File: config.mk
export PLATFORM = sky130hd
export DESIGN_NAME = pipeline_ctrl_flat
export DESIGN_NICKNAME = d
export VERILOG_FILES = /design/src/rtl/pipeline_ctrl_pkg.sv /design/src/rtl/pipeline_ctrl_if.sv /design/src/rtl/pipeline_ctrl_load_use_detect.sv /design/src/rtl/pipeline_ctrl.sv /design/src/flat_wrapper.sv
export SDC_FILE = /design/constraint.sdc
export NUM_CORES = 1
export LEC_CHECK = 0
export ABC_AREA = 1
export BUFFER_PORTS_ARGS = -buffer_cell sky130_fd_sc_hd__buf_2
export CAP_MARGIN = 25
export CORE_ASPECT_RATIO = 0.5
export CORE_MARGIN = 4
export CORE_UTILIZATION = 40
export CTS_CLUSTER_DIAMETER = 100
export DETAILED_ROUTE_END_ITERATION = 12
export PLACE_DENSITY = 0.68
export REMOVE_ABC_BUFFERS = 1
export SETUP_SLACK_MARGIN = 0.02
export SLEW_MARGIN = 30
export SYNTH_ARGS = -nofsm -noshare
export SYNTH_HDL_FRONTEND = slang
export SYNTH_SLANG_ARGS = --single-unit
File: constraint.sdc
create_clock -name clk -period 1.93 [get_ports clk]
set_clock_uncertainty 0.05 [all_clocks]
set_input_delay 0.0965 -clock clk [delete_from_list [all_inputs] [get_ports clk]]
set_output_delay 0.0965 -clock clk [all_outputs]
set_load 0.005 [all_outputs]
File: src/rtl/pipeline_ctrl_pkg.sv
// Shared types for the hazard/flush sequencer.
// FSM states and the saturating perf-counter helper.
package pipeline_ctrl_pkg;

    typedef enum logic [1:0] {
        ST_RUN,
        ST_LDUSE,
        ST_MEMWAIT,
        ST_FLUSH
    } pc_state_t;

    localparam logic [31:0] CNT_MAX = 32'hFFFF_FFFF;

    function automatic logic [31:0] sat_inc(input logic [31:0] v);
        return (v == CNT_MAX) ? v : v + 32'd1;
    endfunction

endpackage

File: src/rtl/pipeline_ctrl_if.sv
// Bundle between the pipeline datapath and the hazard sequencer.
// master = pipeline side, slave = pipeline_ctrl.
interface pipeline_ctrl_if #(
    parameter int REGADDR_WIDTH = 5
);
    logic [REGADDR_WIDTH-1:0] id_rs_addr;
    logic                     id_rs_used;
    logic [REGADDR_WIDTH-1:0] id_rt_addr;
    logic                     id_rt_used;
    logic                     id_is_branch;
    logic [REGADDR_WIDTH-1:0] ex_wb_reg_addr;
    logic                     ex_is_load;
    logic                     mem_busy;
    logic                     exc_req;
    logic [31:0]              exc_vector;

    logic                     stall_if;
    logic                     stall_id;
    logic                     stall_ex;
    logic                     clear_id;
    logic                     clear_ex;
    logic                     in_delay_slot;
    logic                     pc_redirect_valid;
    logic [31:0]              pc_redirect;
    logic [31:0]              stall_cycles;

    modport master (
        output id_rs_addr, id_rs_used, id_rt_addr, id_rt_used,
        output id_is_branch, ex_wb_reg_addr, ex_is_load,
        output mem_busy, exc_req, exc_vector,
        input  stall_if, stall_id, stall_ex, clear_id, clear_ex,
        input  in_delay_slot, pc_redirect_valid, pc_redirect,
        input  stall_cycles
    );

    modport slave (
        input  id_rs_addr, id_rs_used, id_rt_addr, id_rt_used,
        input  id_is_branch, ex_wb_reg_addr, ex_is_load,
        input  mem_busy, exc_req, exc_vector,
        output stall_if, stall_id, stall_ex, clear_id, clear_ex,
        output in_delay_slot, pc_redirect_valid, pc_redirect,
        output stall_cycles
    );
endinterface

File: src/rtl/pipeline_ctrl_load_use_detect.sv
// Load-use comparator: EX load writes a register the ID instr reads.
// Register 0 is never a real destination.
module load_use_detect #(
    parameter int REGADDR_WIDTH = 5
) (
    input  logic [REGADDR_WIDTH-1:0] rs_addr,
    input  logic                     rs_used,
    input  logic [REGADDR_WIDTH-1:0] rt_addr,
    input  logic                     rt_used,
    input  logic [REGADDR_WIDTH-1:0] wb_addr,
    input  logic                     is_load,
    output logic                     hit
);
    logic rs_hit;
    logic rt_hit;

    assign rs_hit = rs_used && (rs_addr == wb_addr);
    assign rt_hit = rt_used && (rt_addr == wb_addr);
    assign hit = is_load && (wb_addr != '0) && (rs_hit || rt_hit);
endmodule

File: src/rtl/pipeline_ctrl.sv
// Hazard/flush sequencer: load-use bubbles, memory freeze,
// exception flush with registered PC redirect, delay-slot flag.
module pipeline_ctrl
    import pipeline_ctrl_pkg::*;
#(
    parameter int REGADDR_WIDTH = 5,
    parameter int FLUSH_CYCLES  = 2
) (
    input  logic               clk,
    input  logic               rst,
    pipeline_ctrl_if.slave     bus
);
    localparam int FW = (FLUSH_CYCLES > 1) ? $clog2(FLUSH_CYCLES) : 1;

    pc_state_t   state;
    pc_state_t   state_nxt;
    logic [FW-1:0] flush_cnt;
    logic [FW-1:0] flush_nxt;

    logic hit;
    logic s_if, s_id, s_ex;
    logic c_id, c_ex;

    logic        ds_q;
    logic        prv_q;
    logic [31:0] pc_q;
    logic [31:0] sc_q;

    load_use_detect #(
        .REGADDR_WIDTH(REGADDR_WIDTH)
    ) u_lud (
        .rs_addr (bus.id_rs_addr),
        .rs_used (bus.id_rs_used),
        .rt_addr (bus.id_rt_addr),
        .rt_used (bus.id_rt_used),
        .wb_addr (bus.ex_wb_reg_addr),
        .is_load (bus.ex_is_load),
        .hit     (hit)
    );

    always_comb begin
        state_nxt = state;
        flush_nxt = flush_cnt;
        s_if = 1'b0;
        s_id = 1'b0;
        s_ex = 1'b0;
        c_id = 1'b0;
        c_ex = 1'b0;
        if (bus.exc_req) begin
            c_id = 1'b1;
            c_ex = 1'b1;
            flush_nxt = FW'(FLUSH_CYCLES - 1);
            state_nxt = ST_FLUSH;
        end else if (state == ST_FLUSH) begin
            c_id = (flush_cnt != '0);
            c_ex = (flush_cnt != '0);
            if (bus.mem_busy) begin
                // Freeze fetch only; the flush count waits for memory.
                s_if = 1'b1;
            end else if (flush_cnt > FW'(1)) begin
                flush_nxt = flush_cnt - FW'(1);
            end else begin
                flush_nxt = '0;
                state_nxt = ST_RUN;
            end
        end else if (bus.mem_busy) begin
            s_if = 1'b1;
            s_id = 1'b1;
            s_ex = 1'b1;
            state_nxt = ST_MEMWAIT;
        end else if (hit) begin
            s_if = 1'b1;
            c_id = 1'b1;
            state_nxt = ST_LDUSE;
        end else begin
            state_nxt = ST_RUN;
        end
    end

    always_ff @(posedge clk or posedge rst) begin
        if (rst) begin
            state     <= ST_RUN;
            flush_cnt <= '0;
        end else begin
            state     <= state_nxt;
            flush_cnt <= flush_nxt;
        end
    end

    always_ff @(posedge clk or posedge rst) begin
        if (rst) begin
            prv_q <= 1'b0;
            pc_q  <= '0;
        end else begin
            prv_q <= bus.exc_req;
            if (bus.exc_req)
                pc_q <= bus.exc_vector;
        end
    end

    // A bubble leaves the slot instruction pending, so the flag holds.
    always_ff @(posedge clk or posedge rst) begin
        if (rst)
            ds_q <= 1'b0;
        else if (bus.exc_req || state == ST_FLUSH)
            ds_q <= 1'b0;
        else if (!s_id && !c_id)
            ds_q <= bus.id_is_branch;
    end

    always_ff @(posedge clk or posedge rst) begin
        if (rst)
            sc_q <= '0;
        else if (s_if)
            sc_q <= sat_inc(sc_q);
    end

    assign bus.stall_if          = s_if & ~rst;
    assign bus.stall_id          = s_id & ~rst;
    assign bus.stall_ex          = s_ex & ~rst;
    assign bus.clear_id          = c_id & ~rst;
    assign bus.clear_ex          = c_ex & ~rst;
    assign bus.in_delay_slot     = ds_q;
    assign bus.pc_redirect_valid = prv_q;
    assign bus.pc_redirect       = pc_q;
    assign bus.stall_cycles      = sc_q;
endmodule
File: src/flat_wrapper.sv
// flat-port wrapper written by rule: the top's interface ports become plain ports
module pipeline_ctrl_flat import pipeline_ctrl_pkg::*;
#(
    parameter int REGADDR_WIDTH = 5,
    parameter int FLUSH_CYCLES  = 2
)
  (clk, rst, bus_id_rs_addr, bus_id_rs_used, bus_id_rt_addr, bus_id_rt_used, bus_id_is_branch, bus_ex_wb_reg_addr, bus_ex_is_load, bus_mem_busy, bus_exc_req, bus_exc_vector, bus_stall_if, bus_stall_id, bus_stall_ex, bus_clear_id, bus_clear_ex, bus_in_delay_slot, bus_pc_redirect_valid, bus_pc_redirect, bus_stall_cycles);
  pipeline_ctrl_if #(.REGADDR_WIDTH(REGADDR_WIDTH)) bus_i ();
  input  logic clk;
  input  logic rst;
  input wire logic [$bits(bus_i.id_rs_addr)-1:0] bus_id_rs_addr;
  input wire logic [$bits(bus_i.id_rs_used)-1:0] bus_id_rs_used;
  input wire logic [$bits(bus_i.id_rt_addr)-1:0] bus_id_rt_addr;
  input wire logic [$bits(bus_i.id_rt_used)-1:0] bus_id_rt_used;
  input wire logic [$bits(bus_i.id_is_branch)-1:0] bus_id_is_branch;
  input wire logic [$bits(bus_i.ex_wb_reg_addr)-1:0] bus_ex_wb_reg_addr;
  input wire logic [$bits(bus_i.ex_is_load)-1:0] bus_ex_is_load;
  input wire logic [$bits(bus_i.mem_busy)-1:0] bus_mem_busy;
  input wire logic [$bits(bus_i.exc_req)-1:0] bus_exc_req;
  input wire logic [$bits(bus_i.exc_vector)-1:0] bus_exc_vector;
  output wire logic [$bits(bus_i.stall_if)-1:0] bus_stall_if;
  output wire logic [$bits(bus_i.stall_id)-1:0] bus_stall_id;
  output wire logic [$bits(bus_i.stall_ex)-1:0] bus_stall_ex;
  output wire logic [$bits(bus_i.clear_id)-1:0] bus_clear_id;
  output wire logic [$bits(bus_i.clear_ex)-1:0] bus_clear_ex;
  output wire logic [$bits(bus_i.in_delay_slot)-1:0] bus_in_delay_slot;
  output wire logic [$bits(bus_i.pc_redirect_valid)-1:0] bus_pc_redirect_valid;
  output wire logic [$bits(bus_i.pc_redirect)-1:0] bus_pc_redirect;
  output wire logic [$bits(bus_i.stall_cycles)-1:0] bus_stall_cycles;
  assign bus_i.id_rs_addr = bus_id_rs_addr;
  assign bus_i.id_rs_used = bus_id_rs_used;
  assign bus_i.id_rt_addr = bus_id_rt_addr;
  assign bus_i.id_rt_used = bus_id_rt_used;
  assign bus_i.id_is_branch = bus_id_is_branch;
  assign bus_i.ex_wb_reg_addr = bus_ex_wb_reg_addr;
  assign bus_i.ex_is_load = bus_ex_is_load;
  assign bus_i.mem_busy = bus_mem_busy;
  assign bus_i.exc_req = bus_exc_req;
  assign bus_i.exc_vector = bus_exc_vector;
  assign bus_stall_if = bus_i.stall_if;
  assign bus_stall_id = bus_i.stall_id;
  assign bus_stall_ex = bus_i.stall_ex;
  assign bus_clear_id = bus_i.clear_id;
  assign bus_clear_ex = bus_i.clear_ex;
  assign bus_in_delay_slot = bus_i.in_delay_slot;
  assign bus_pc_redirect_valid = bus_i.pc_redirect_valid;
  assign bus_pc_redirect = bus_i.pc_redirect;
  assign bus_stall_cycles = bus_i.stall_cycles;
  pipeline_ctrl #(.REGADDR_WIDTH(REGADDR_WIDTH), .FLUSH_CYCLES(FLUSH_CYCLES)) u_core (.clk(clk), .rst(rst), .bus(bus_i));
endmodule
==> results.json <==
{
  "holdPathStages": 5,
  "reg2reg_depth": 7,
  "vias_per_cell": 4.57,
  "yosys.cell_types.count": 24,
  "rsz0062_at_grt": "no",
  "antenna_left": 0,
  "grt_pass1_vias": 3718,
  "synth_top_family_by_area": "simple AND/OR/NAND/NOR gates",
  "path_clk_slew_ns": 0.05,
  "syn_inst": 525,
  "die_area_sq_um": 11100,
  "critPathMaxFanout": 4,
  "grtUsageMet1_pct": 23.3,
  "grt_pass1_wl_microns": 17700,
  "arrival_ns": 1.98,
  "synthAdderAreaFrac_pct": 0.332,
  "num_io_pins": 126,
  "finalSetupViolCount": 0,
  "slew_headroom_pct": 63.8,
  "post-route-period-util_pct": 92.0,
  "required_ns": 2.14,
  "diodes": 0,
  "synth_simple_gate_area_share_pct": 35.4,
  "grt_max_degree": 57,
  "vias": 3734,
  "synth_area_sq_um": 3770,
  "synthArstFlopShare_pct": 100,
  "yosys_register_bits": 69,
  "final_nets": 752,
  "r2r_setup_slack_ns": 0.15,
  "final_common_cell": "nand2_1",
  "insertion_delay_ns": 0.33,
  "maxCapViolCount": 0,
  "drt_wl_total_microns": 10700,
  "antenna_found_initial": 0,
  "synth_compound_area_share_pct": 3.72,
  "synth_edf_count": 0,
  "outcome": "complete, no violations",
  "nFillCells": 828,
  "drc_errors": 0,
  "period_needed_ns": 1.78,
  "fp.dieW_microns": 145,
  "final_cell_mix": "nand2_1, buf_2, dfrtp_1, inv_1, nor2_1",
  "io_buffers": 125,
  "die_y_microns": 76.6,
  "reg2reg_from": "u_core.bus.stall_cycles[0]",
  "worst_r2r_endpoint": "u_core.bus.stall_cycles[21]",
  "power_density_nw_per_um2": 728,
  "min_path_type": "in2reg",
  "dp_hpwl_microns": 7480,
  "setup_ws_ns": 0.154,
  "ys_warn_count": 0,
  "synthFlopType": "dfrtp_1",
  "drv_slew": 0,
  "worst_pin_slew_ns": 0.539,
  "hold_end": "u_core.bus.in_delay_slot",
  "first_pass_iters": 5,
  "synthMuxAreaShare_pct": 0,
  "place_ws_ns": 0.132,
  "cts_tree": "done",
  "cp-start-kind": "flip-flop",
  "gr-total-overflow": 0,
  "leakagePower_nw": 2.79,
  "place.gp.congestion": 0.908,
  "path_class": "reg2reg",
  "core_sq_um": 8950,
  "use_met2_pct": 34.2,
  "areaGrowthSynthToFinish_pct": 39.6,
  "hp-start": "bus_id_is_branch",
  "drtIter0Drc": 203,
  "irDropWorstVdd_mv": 0.415,
  "ctsHtreeMaxLevel": 3,
  "cts_root_buf": "clkbuf_16",
  "synth-xor-area-share_pct": 6.51,
  "use_met3_pct": 5.23,
  "post-route-util_pct": 58.8,
  "start_util_pct": 42.1,
  "num_rows": 24,
  "max_freq_ghz": 0.563,
  "drive_above_1_share_pct": 24.4,
  "cts_max_path_buffers": 2,
  "numCtsBuffers": 9,
  "avgSynthCellArea_sq_um": 7.18,
  "ys_seq_area_share_pct": 45.8,
  "wl_per_cell_microns": 13.1,
  "grt.busiest_layer": "met2",
  "end_kind": "flip-flop",
  "cts_sinks": 69,
  "grt_use_total_pct": 19.6,
  "hold_violations": 0
}
## metrics by stage
step	setup TNS [ns]	power (mW)	hold WS, ns	area (sq um)	std cells
after floorplan	-5.13	1.90	0.0779	3670	511
final	0	3.83	0.0232	5260	817
after global routing	0	4.06	0.0316	5260	817
after CTS	0	3.87	0.0142	5210	816
after global placement	0	2.19	0.136	4590	767
after detailed placement	0	2.20	0.144	4590	767
## cells in the mapped netlist (2+ instances only)
cell	instances	area, sq um
nand2_1	238	893
dfrtp_1	69	1730
inv_1	55	206
nor2_1	51	191
xor2_1	18	158
o21ai_1	17	85.1
nand3_1	16	80.1
nor3_1	13	65.1
xnor2_1	10	87.6
o21ai_0	9	45.0
clkbuf_1	7	26.3
buf_6	5	56.3
nand4_1	4	25.0
a21oi_1	2	10.0
nand3_2	2	20.0
## how the worst max path moves through the flow
stage,startpoint,endpoint,slack (ns),cells after the start
detailed placement,u_core.bus.stall_cycles[29],u_core.bus.stall_cycles[29],0.13,6
global route,u_core.bus.stall_cycles[0],u_core.bus.stall_cycles[15],0.02,10
CTS,u_core.bus.stall_cycles[3],u_core.bus.stall_cycles[26],0.1,8
finish,u_core.bus.stall_cycles[0],u_core.bus.stall_cycles[21],0.15,7
floorplan,u_core.bus.stall_cycles[0],u_core.bus.stall_cycles[23],-0.20,8
global placement,u_core.bus.stall_cycles[2],u_core.bus.stall_cycles[26],0.18,8
## final cells by class
cell class                 count  area, sq um  share of cell area [%]
clock inverter                 5         52.6                   0.999
sequential                    69         1730                    33.0
clock buffer                  10          229                    4.35
tap                          117          146                    2.78
inverter                      57          214                    4.07
timing repair buffer         174         1130                    21.6
multi-input combinational    385         1750                    33.3
## repair_timing
item                                   in CTS  in global routing
setup buffers                               0                  0
endpoints found under the hold margin      54                  0
gates resized for setup                     0                 10
hold buffers                               34                  0
setup endpoints to repair                   0                 32
## power breakdown
group	leakage, nW	switching [mW]	internal, mW	total (mW)
sequential	0.880	0.0761	1.55	1.63
clock	0.138	0.599	0.985	1.58
combinational	1.77	0.323	0.297	0.620
## logic make-up after synthesis
logic type | count (synthesis)
simple gates | 328
buf+inv | 71
fa+ha+maj | 1
compound gates | 28
flops | 69
xor+xnor | 28
## layer usage
metal,up-vias,part of all wire (%),wire (microns)
met5,-,0,0
li1,1937,-,-
met3,14,4.1,441
met4,0,1.5,161
met1,1701,44,4710
met2,82,50,5410
## worst max-delay path: stages (launching register included)
cell and delay (ns):
dfrtp_1 0.35, buf_4 0.13, inv_1 0.08, nor3_1 0.48
nand4_1 0.24, xnor2_1 0.19, inv_1 0.07, o21ai_1 0.12
## sequential cells by signal, indices dropped and copies added, names as in the netlist
register,count
u_core.bus.pc_redirect,32
u_core.bus.stall_cycles,32
u_core.flush_cnt,1
u_core.bus.pc_redirect_valid,1
u_core.state,2
u_core.bus.in_delay_slot,1
Note: power is estimated with default switching activity, not from simulation.
